<file path="src/rtl/pacman_mover.sv">
// Pac-Man tile movement controller: resolves joystick pre-turns against the map
// RAM once per step period and publishes the tile position/heading to the renderer.
module pacman_mover #(
    parameter logic [4:0] BORDER_X_MIN = 5'd1,
    parameter logic [4:0] BORDER_X_MAX = 5'd28,
    parameter logic [4:0] BORDER_Y_MIN = 5'd1,
    parameter logic [4:0] BORDER_Y_MAX = 5'd28,
    parameter logic [4:0] START_X      = 5'd14,
    parameter logic [4:0] START_Y      = 5'd23,
    parameter logic [1:0] START_DIR    = 2'd1,
    parameter logic [5:0] MOVE_FRAMES  = 6'd8
) (
    input  logic       clk,
    input  logic       reset,
    input  logic       ce,
    input  logic [3:0] joy,
    input  logic       map_wall,
    output logic [4:0] map_x,
    output logic [4:0] map_y,
    output logic [4:0] xpos,
    output logic [4:0] ypos,
    output logic [1:0] direction,
    output logic       moving,
    output logic       step
);

    typedef enum logic [2:0] {
        IDLE     = 3'd0,
        REQ_ADDR = 3'd1,
        REQ_DATA = 3'd2,
        CUR_ADDR = 3'd3,
        CUR_DATA = 3'd4
    } state_t;

    state_t     state_q, state_d;
    logic [5:0] cnt_q, cnt_d;
    logic       pend_vld_q, pend_vld_d;
    logic [1:0] pend_dir_q, pend_dir_d;
    logic [1:0] req_dir_q, req_dir_d;
    logic [4:0] map_x_q, map_x_d;
    logic [4:0] map_y_q, map_y_d;
    logic [4:0] xpos_q, xpos_d;
    logic [4:0] ypos_q, ypos_d;
    logic [1:0] dir_q, dir_d;
    logic       moving_q, moving_d;
    logic       step_q, step_d;
    logic       clr_pend_s;
    logic       target_free_s;

    function automatic logic [4:0] adj_x(input logic [4:0] x, input logic [1:0] d);
        case (d)
            2'd1:    adj_x = x - 5'd1;
            2'd3:    adj_x = x + 5'd1;
            default: adj_x = x;
        endcase
    endfunction

    function automatic logic [4:0] adj_y(input logic [4:0] y, input logic [1:0] d);
        case (d)
            2'd0:    adj_y = y - 5'd1;
            2'd2:    adj_y = y + 5'd1;
            default: adj_y = y;
        endcase
    endfunction

    function automatic logic in_border(input logic [4:0] x, input logic [4:0] y);
        in_border = (x >= BORDER_X_MIN) && (x <= BORDER_X_MAX) &&
                    (y >= BORDER_Y_MIN) && (y <= BORDER_Y_MAX);
    endfunction

    function automatic logic [1:0] joy_prio(input logic [3:0] j);
        if (j[0]) begin
            joy_prio = 2'd0;
        end else if (j[1]) begin
            joy_prio = 2'd1;
        end else if (j[2]) begin
            joy_prio = 2'd2;
        end else begin
            joy_prio = 2'd3;
        end
    endfunction

    // The address registers always hold the tile being read, so they double as the move target.
    assign target_free_s = !map_wall && in_border(map_x_q, map_y_q);

    // Next-state logic: frame counting, map reads, move decision and pre-turn buffer.
    always_comb begin
        state_d    = state_q;
        cnt_d      = cnt_q;
        pend_vld_d = pend_vld_q;
        pend_dir_d = pend_dir_q;
        req_dir_d  = req_dir_q;
        map_x_d    = map_x_q;
        map_y_d    = map_y_q;
        xpos_d     = xpos_q;
        ypos_d     = ypos_q;
        dir_d      = dir_q;
        moving_d   = moving_q;
        step_d     = 1'b0;
        clr_pend_s = 1'b0;

        case (state_q)
            IDLE: begin
                if (ce) begin
                    if (cnt_q == (MOVE_FRAMES - 6'd1)) begin
                        cnt_d = 6'd0;
                        if (pend_vld_q && (pend_dir_q != dir_q)) begin
                            state_d   = REQ_ADDR;
                            req_dir_d = pend_dir_q;
                            map_x_d   = adj_x(xpos_q, pend_dir_q);
                            map_y_d   = adj_y(ypos_q, pend_dir_q);
                        end else begin
                            // A request for the heading already taken is simply consumed.
                            state_d    = CUR_ADDR;
                            clr_pend_s = pend_vld_q;
                            map_x_d    = adj_x(xpos_q, dir_q);
                            map_y_d    = adj_y(ypos_q, dir_q);
                        end
                    end else begin
                        cnt_d = cnt_q + 6'd1;
                    end
                end else begin
                    cnt_d = cnt_q;
                end
            end
            REQ_ADDR: begin
                state_d = REQ_DATA;
            end
            REQ_DATA: begin
                if (target_free_s) begin
                    state_d    = IDLE;
                    xpos_d     = map_x_q;
                    ypos_d     = map_y_q;
                    dir_d      = req_dir_q;
                    moving_d   = 1'b1;
                    step_d     = 1'b1;
                    clr_pend_s = 1'b1;
                end else begin
                    state_d = CUR_ADDR;
                    map_x_d = adj_x(xpos_q, dir_q);
                    map_y_d = adj_y(ypos_q, dir_q);
                end
            end
            CUR_ADDR: begin
                state_d = CUR_DATA;
            end
            CUR_DATA: begin
                state_d = IDLE;
                if (target_free_s) begin
                    xpos_d   = map_x_q;
                    ypos_d   = map_y_q;
                    moving_d = 1'b1;
                    step_d   = 1'b1;
                end else begin
                    moving_d = 1'b0;
                end
            end
            default: begin
                state_d = IDLE;
            end
        endcase

        // A fresh press always wins over a clear issued in the same cycle.
        if (|joy) begin
            pend_vld_d = 1'b1;
            pend_dir_d = joy_prio(joy);
        end else if (clr_pend_s) begin
            pend_vld_d = 1'b0;
        end else begin
            pend_vld_d = pend_vld_q;
        end
    end

    // State and output registers.
    always_ff @(posedge clk or posedge reset) begin
        if (reset) begin
            state_q    <= IDLE;
            cnt_q      <= 6'd0;
            pend_vld_q <= 1'b0;
            pend_dir_q <= 2'd0;
            req_dir_q  <= 2'd0;
            map_x_q    <= 5'd0;
            map_y_q    <= 5'd0;
            xpos_q     <= START_X;
            ypos_q     <= START_Y;
            dir_q      <= START_DIR;
            moving_q   <= 1'b0;
            step_q     <= 1'b0;
        end else begin
            state_q    <= state_d;
            cnt_q      <= cnt_d;
            pend_vld_q <= pend_vld_d;
            pend_dir_q <= pend_dir_d;
            req_dir_q  <= req_dir_d;
            map_x_q    <= map_x_d;
            map_y_q    <= map_y_d;
            xpos_q     <= xpos_d;
            ypos_q     <= ypos_d;
            dir_q      <= dir_d;
            moving_q   <= moving_d;
            step_q     <= step_d;
        end
    end

    assign map_x     = map_x_q;
    assign map_y     = map_y_q;
    assign xpos      = xpos_q;
    assign ypos      = ypos_q;
    assign direction = dir_q;
    assign moving    = moving_q;
    assign step      = step_q;

endmodule

</file>
<file path="config.mk">
export PLATFORM = sky130hd
export DESIGN_NAME = pacman_mover
export DESIGN_NICKNAME = d
export VERILOG_FILES = /design/src/rtl/pacman_mover.sv
export SDC_FILE = /design/constraint.sdc
export NUM_CORES = 1
export LEC_CHECK = 0
export ABC_AREA = 1
export BUFFER_PORTS_ARGS = -buffer_cell sky130_fd_sc_hd__buf_2
export CAP_MARGIN = 20
export CORE_ASPECT_RATIO = 2
export CORE_MARGIN = 2
export CORE_UTILIZATION = 35
export CTS_CLUSTER_DIAMETER = 120
export DETAILED_ROUTE_END_ITERATION = 10
export SLEW_MARGIN = 15
export SYNTH_ARGS = -nofsm -noshare
export SYNTH_HDL_FRONTEND = slang
export SYNTH_SLANG_ARGS = --single-unit
</file>
<file path="constraint.sdc">
create_clock -name clk -period 2.4 [get_ports clk]
set_input_delay 0 -clock clk [delete_from_list [all_inputs] [get_ports clk]]
set_output_delay 0 -clock clk [all_outputs]
set_load 0.02 [all_outputs]
</file>
==> flow_results.org <==
** Placed design
- Summed over all nets, the half-perimeter wirelength after detailed placement is approximately 5.7 mm.
- Post-detailed-placement cell area :: 2877 µm²
- Before CTS, the worst setup slack after placement is between 600 and 700 ps.
- Cells after DPL :: 509
- In this run the tool buffered the top-level ports with 31 buffer cells.
- At the end of routability-driven placement, the weighted congestion stood at just under 1.

** Route
- The count of nets left with antenna violations once routing finished came out at 0.
- Wire per inst :: roughly 14 µm
- Using the TritonRoute via totals, the vias-per-cell ratio works out to 5.063.
- # DRC :: 0
- Before antenna repair, the detailed router went through 4 iterations.
- Routed Wire Length :: 7.382 mm
- Detailed Route Iter0 Violations :: 65
- The routed layout has between 2000 and 3000 vias.

** Setup path
- CP Data Arrival Time :: 1970 ps
- Worst reg2reg path depth :: 10
- Sort of element at the end of the critical path :: flip-flop
- The critical path starts at ypos[0]$_DFFE_PP1P_.
- Crit path capture :: map_y[2]$_DFFE_PP0P_
- Counting stages on the worst path, the most repeated cell is sky130_fd_sc_hd__nand2_1.
- The worst setup path is launched from a flip-flop.
- STA puts the critical path data required time at 2580 ps.
- The worst setup path is of the reg -> reg kind.
- Crit-path max cell delay :: approximately 620 ps
- RR Endpoint :: map_y[2]$_DFFE_PP0P_
- CP Max Fanout :: 8
- The worst register-to-register path has a setup slack of 610 ps.
- Cell chain of the critical path :: inv_1, ha_1, inv_1, nand2_1, nand3_1, nand2_1, nor2_1, nand2_1, nand2_1, o21ai_2
- The worst register-to-register path begins at ypos[0]$_DFFE_PP1P_.
- Crit path max-delay cell type :: sky130_fd_sc_hd__dfstp_2

** Floorplan
- The core region is between 7000 and 8000 µm².
- Die area :: 8319 µm²
- The initialized floorplan defines 44 standard-cell rows.
- Die Span X :: around 66 µm
- Die height :: roughly 130 µm
- Initial core utilization :: 36.16%
- Ports placed on the boundary :: 32

** STA
- Clock skew after layout :: 5.660 ps
- For the final routed database, the setup TNS stands at 0 ps.
- Final period demand of the worst path :: 1791 ps
- Final worst-path cycle share :: 74.61%
- Max-slew violation count :: 0
- Transition time at the pin with the least slew margin :: between 800 and 900 ps
- Setup repair after global routing left no endpoint under its margin.
- Final Hold Viols :: 0
- Worst-case headroom to the max-slew limit :: 43.31%
- Number of endpoints failing setup at the final stage :: 0
- Setup slack closes at 609.5 ps.
- Maximum clock frequency :: 558.5 MHz

** CTS
- No sink is reached through more buffers than the 2 on the longest clock path.
- The number of clock buffers added by TritonCTS is 5.
- The cell sitting at the root of the clock tree is a sky130_fd_sc_hd__clkbuf_16.
- Buffers added to address setup during post-CTS repair amount to 0.
- Clock-pin slew on the worst setup and hold paths :: 60 ps
- For this design, the sink count on the clock tree is 38.
- For this design, the CTS-stage hold fixing added 5 buffers.
- For the worst-skew pair, the clock arrives at the later sink with an insertion delay of 290 ps.
- TritonCTS built the clock tree.
- Number of H-tree levels :: 2
- The number of gates resized after CTS was 0.

** Global routing
- Global routing used between 10% and 20% of the available tracks.
- The initial antenna violation count is 0.
- Global-route wire length before repair :: 12.36 mm
- After global routing the overflow that remains totals 0.
- Via count of the first global-routing pass :: 2604
- Entering global routing, the biggest net connects 24 pins.

** Synth
- Leading cell type by number of instances after synthesis :: sky130_fd_sc_hd__nand2_1
- For this run, asynchronously set or reset flops after synthesis account for 100.0%.
- Summing the areas of all compound-gate instances in the mapped netlist gives 6.805% of the synthesized area.
- Simple-gate area share of the yosys netlist :: 44.38%
- In this run the cell area of the synthesized design comes to 2648 µm².
- Cells taking the most area after synthesis :: sky130_fd_sc_hd__dfrtp_1 (28%), sky130_fd_sc_hd__nand2_1 (21%), sky130_fd_sc_hd__nand3_1 (8.3%), sky130_fd_sc_hd__dfstp_2 (7.9%), sky130_fd_sc_hd__nor2_1 (5.5%)
- The cell count after synthesis came out at 392.
- Yosys reg bits :: 38
- Library cells used by synthesis :: 35
- The Yosys step of the flow raised 0 warnings.
- Of the total synthesized cell area, the portion taken by XOR and XNOR cells is under 10%.
- Sorting the synthesized cells by how often they occur yields sky130_fd_sc_hd__nand2_1 (150), sky130_fd_sc_hd__nand3_1 (44), sky130_fd_sc_hd__nor2_1 (39).
- Leading register cell type out of synthesis :: sky130_fd_sc_hd__dfrtp_1
- Summed over its instances, the top area cell type makes up 28.36% of the synthesized netlist area.
- The synthesized design spends more area on one cell type than any other, namely sky130_fd_sc_hd__dfrtp_1.
- A synthesized cell averages 6.754 µm².
- In this run, synthesis inferred 0 flip-flops with an integrated enable.
- Portion of netlist area occupied by mux cells :: 0%
- Syn Nets :: 405
- After synthesis, the largest family of logic cells by area is simple AND/OR/NAND/NOR gates.
- Of the total synthesized cell area, the portion taken by full adders, half adders and majority gates is 2.363%.
- For this run, the register share of the synthesized area comes to 36.29%.

** Finish
- Fraction of final layout cells sized beyond drive strength 1 :: 19.07%
- 0 antenna diodes ended up in the layout.
- Share of the core filled with cells in the final layout :: 42.29%
- For this run, the post-layout net count is approximately 440.
- The area growth from synthesis to layout is 16.97%.
- After routing the design area is 3097 µm².
- Number of non-filler instances in the completed layout :: 522

** Run status
- Outcome :: complete, no violations

** Job
- Maximum capacitance violations :: 0

** Power and ir drop
- For this design the ratio of total power to cell area is about 1300 nW/µm².
- Max rail drop VDD :: around 0.63 mV
- In this run the static leakage power is roughly 1.6 nW.

** Min path
- Worst hold path class :: in -> reg
==> area by class of cell <==
type | instances | area, µm²
clock buffers | 5 | 125.1
clock inverters | 3 | 45.04
fillers | 798 | 4225
inverters | 40 | 153.9
multi-input cells | 304 | 1461
flip-flops and latches | 38 | 960.9
well taps | 92 | 115.1
repair buffers | 40 | 235.2
==> layer usage <==
layer | wire, µm | vias to the layer above | GRT usage [%] | share of wire, %
li1 | - | 1324 | - | -
met1 | 2779 | 1247 | 20.07 | 38
met2 | 4203 | 56 | 36.49 | 57
met3 | 210 | 16 | 2.377 | 2.8
met4 | 188 | 0 | 8.088 | 2.5
met5 | 0 | - | 0 | 0
==> sequential cells by signal, summed over array words and instances, names as in the netlist <==
register    count
req_dir_q       2
state_q         3
moving          1
xpos            5
ypos            5
step            1
pend_vld_q      1
pend_dir_q      2
map_x           5
direction       2
map_y           5
cnt_q           6
==> kinds of logic after synthesis <==
family,after synthesis
AOI/OAI and AO/OA,29
xor gates and xnor gates,5
adders and majority gates,5
buffers and inverters,50
DFF,38
and+or+nand+nor,265
==> cell usage in the layout, fill, tap and decap left out, types with 2 or more instances in the layout <==
master	synthesis	layout
sky130_fd_sc_hd__nand2_2	5	5
sky130_fd_sc_hd__nor2_1	39	39
sky130_fd_sc_hd__clkinvlp_4	0	2
sky130_fd_sc_hd__dfrtp_1	30	30
sky130_fd_sc_hd__nand2_4	3	3
sky130_fd_sc_hd__o21ai_2	3	3
sky130_fd_sc_hd__nor2_2	4	4
sky130_fd_sc_hd__xnor2_1	4	4
sky130_fd_sc_hd__a21oi_1	5	5
sky130_fd_sc_hd__nand3_4	2	2
sky130_fd_sc_hd__nand3_1	44	44
sky130_fd_sc_hd__clkbuf_16	0	5
sky130_fd_sc_hd__buf_4	1	4
sky130_fd_sc_hd__o21ai_1	3	3
sky130_fd_sc_hd__o21ai_0	11	11
sky130_fd_sc_hd__dfstp_2	8	8
sky130_fd_sc_hd__nand2_1	150	150
sky130_fd_sc_hd__nand4_1	10	10
sky130_fd_sc_hd__dlygate4sd3_1	0	5
sky130_fd_sc_hd__nor3_1	5	5
sky130_fd_sc_hd__inv_1	31	31
sky130_fd_sc_hd__buf_2	6	31
sky130_fd_sc_hd__inv_2	7	7
sky130_fd_sc_hd__ha_1	5	5
==> metrics by stage <==
stage	hold slack, ps	total power, W
floorplan	108.0	0.002783
global placement	215.4	0.003336
detailed placement	218.7	0.003363
CTS	8.045	0.004151
global route	16.76	0.004509
finish	15.20	0.004124
==> power breakdown <==
part	total, W	internal (W)	switching (W)
registers	0.00134	0.000929	0.000413
logic	0.00202	0.000710	0.00131
clock network	0.000763	0.000490	0.000273
total	0.00412	0.00213	0.00200
==> how the worst min path moves through the flow <==
stage	from	end	slack, ps	cells after the start
finish	joy[2]	pend_dir_q[1]$_DFFE_PP0P_	20	3
global route	joy[2]	pend_dir_q[1]$_DFFE_PP0P_	20	3
CTS	joy[2]	pend_dir_q[1]$_DFFE_PP0P_	8	3
detailed placement	reset	ypos[3]$_DFFE_PP0P_	220	2
global placement	reset	step$_DFF_PP0_	220	2
floorplan	joy[0]	pend_dir_q[0]$_DFFE_PP0P_	110	1
==> critical path, delay by kind of cell, from the launching register on <==
kind,cells,cell delay [ps]
AO/OA/AOI/OAI,1,60
buffers and inverters,2,250
flip-flops,1,620
adder cells (fa/ha/maj),1,310
AND/OR/NAND/NOR,6,440
Power figures use the tool's default switching activity.
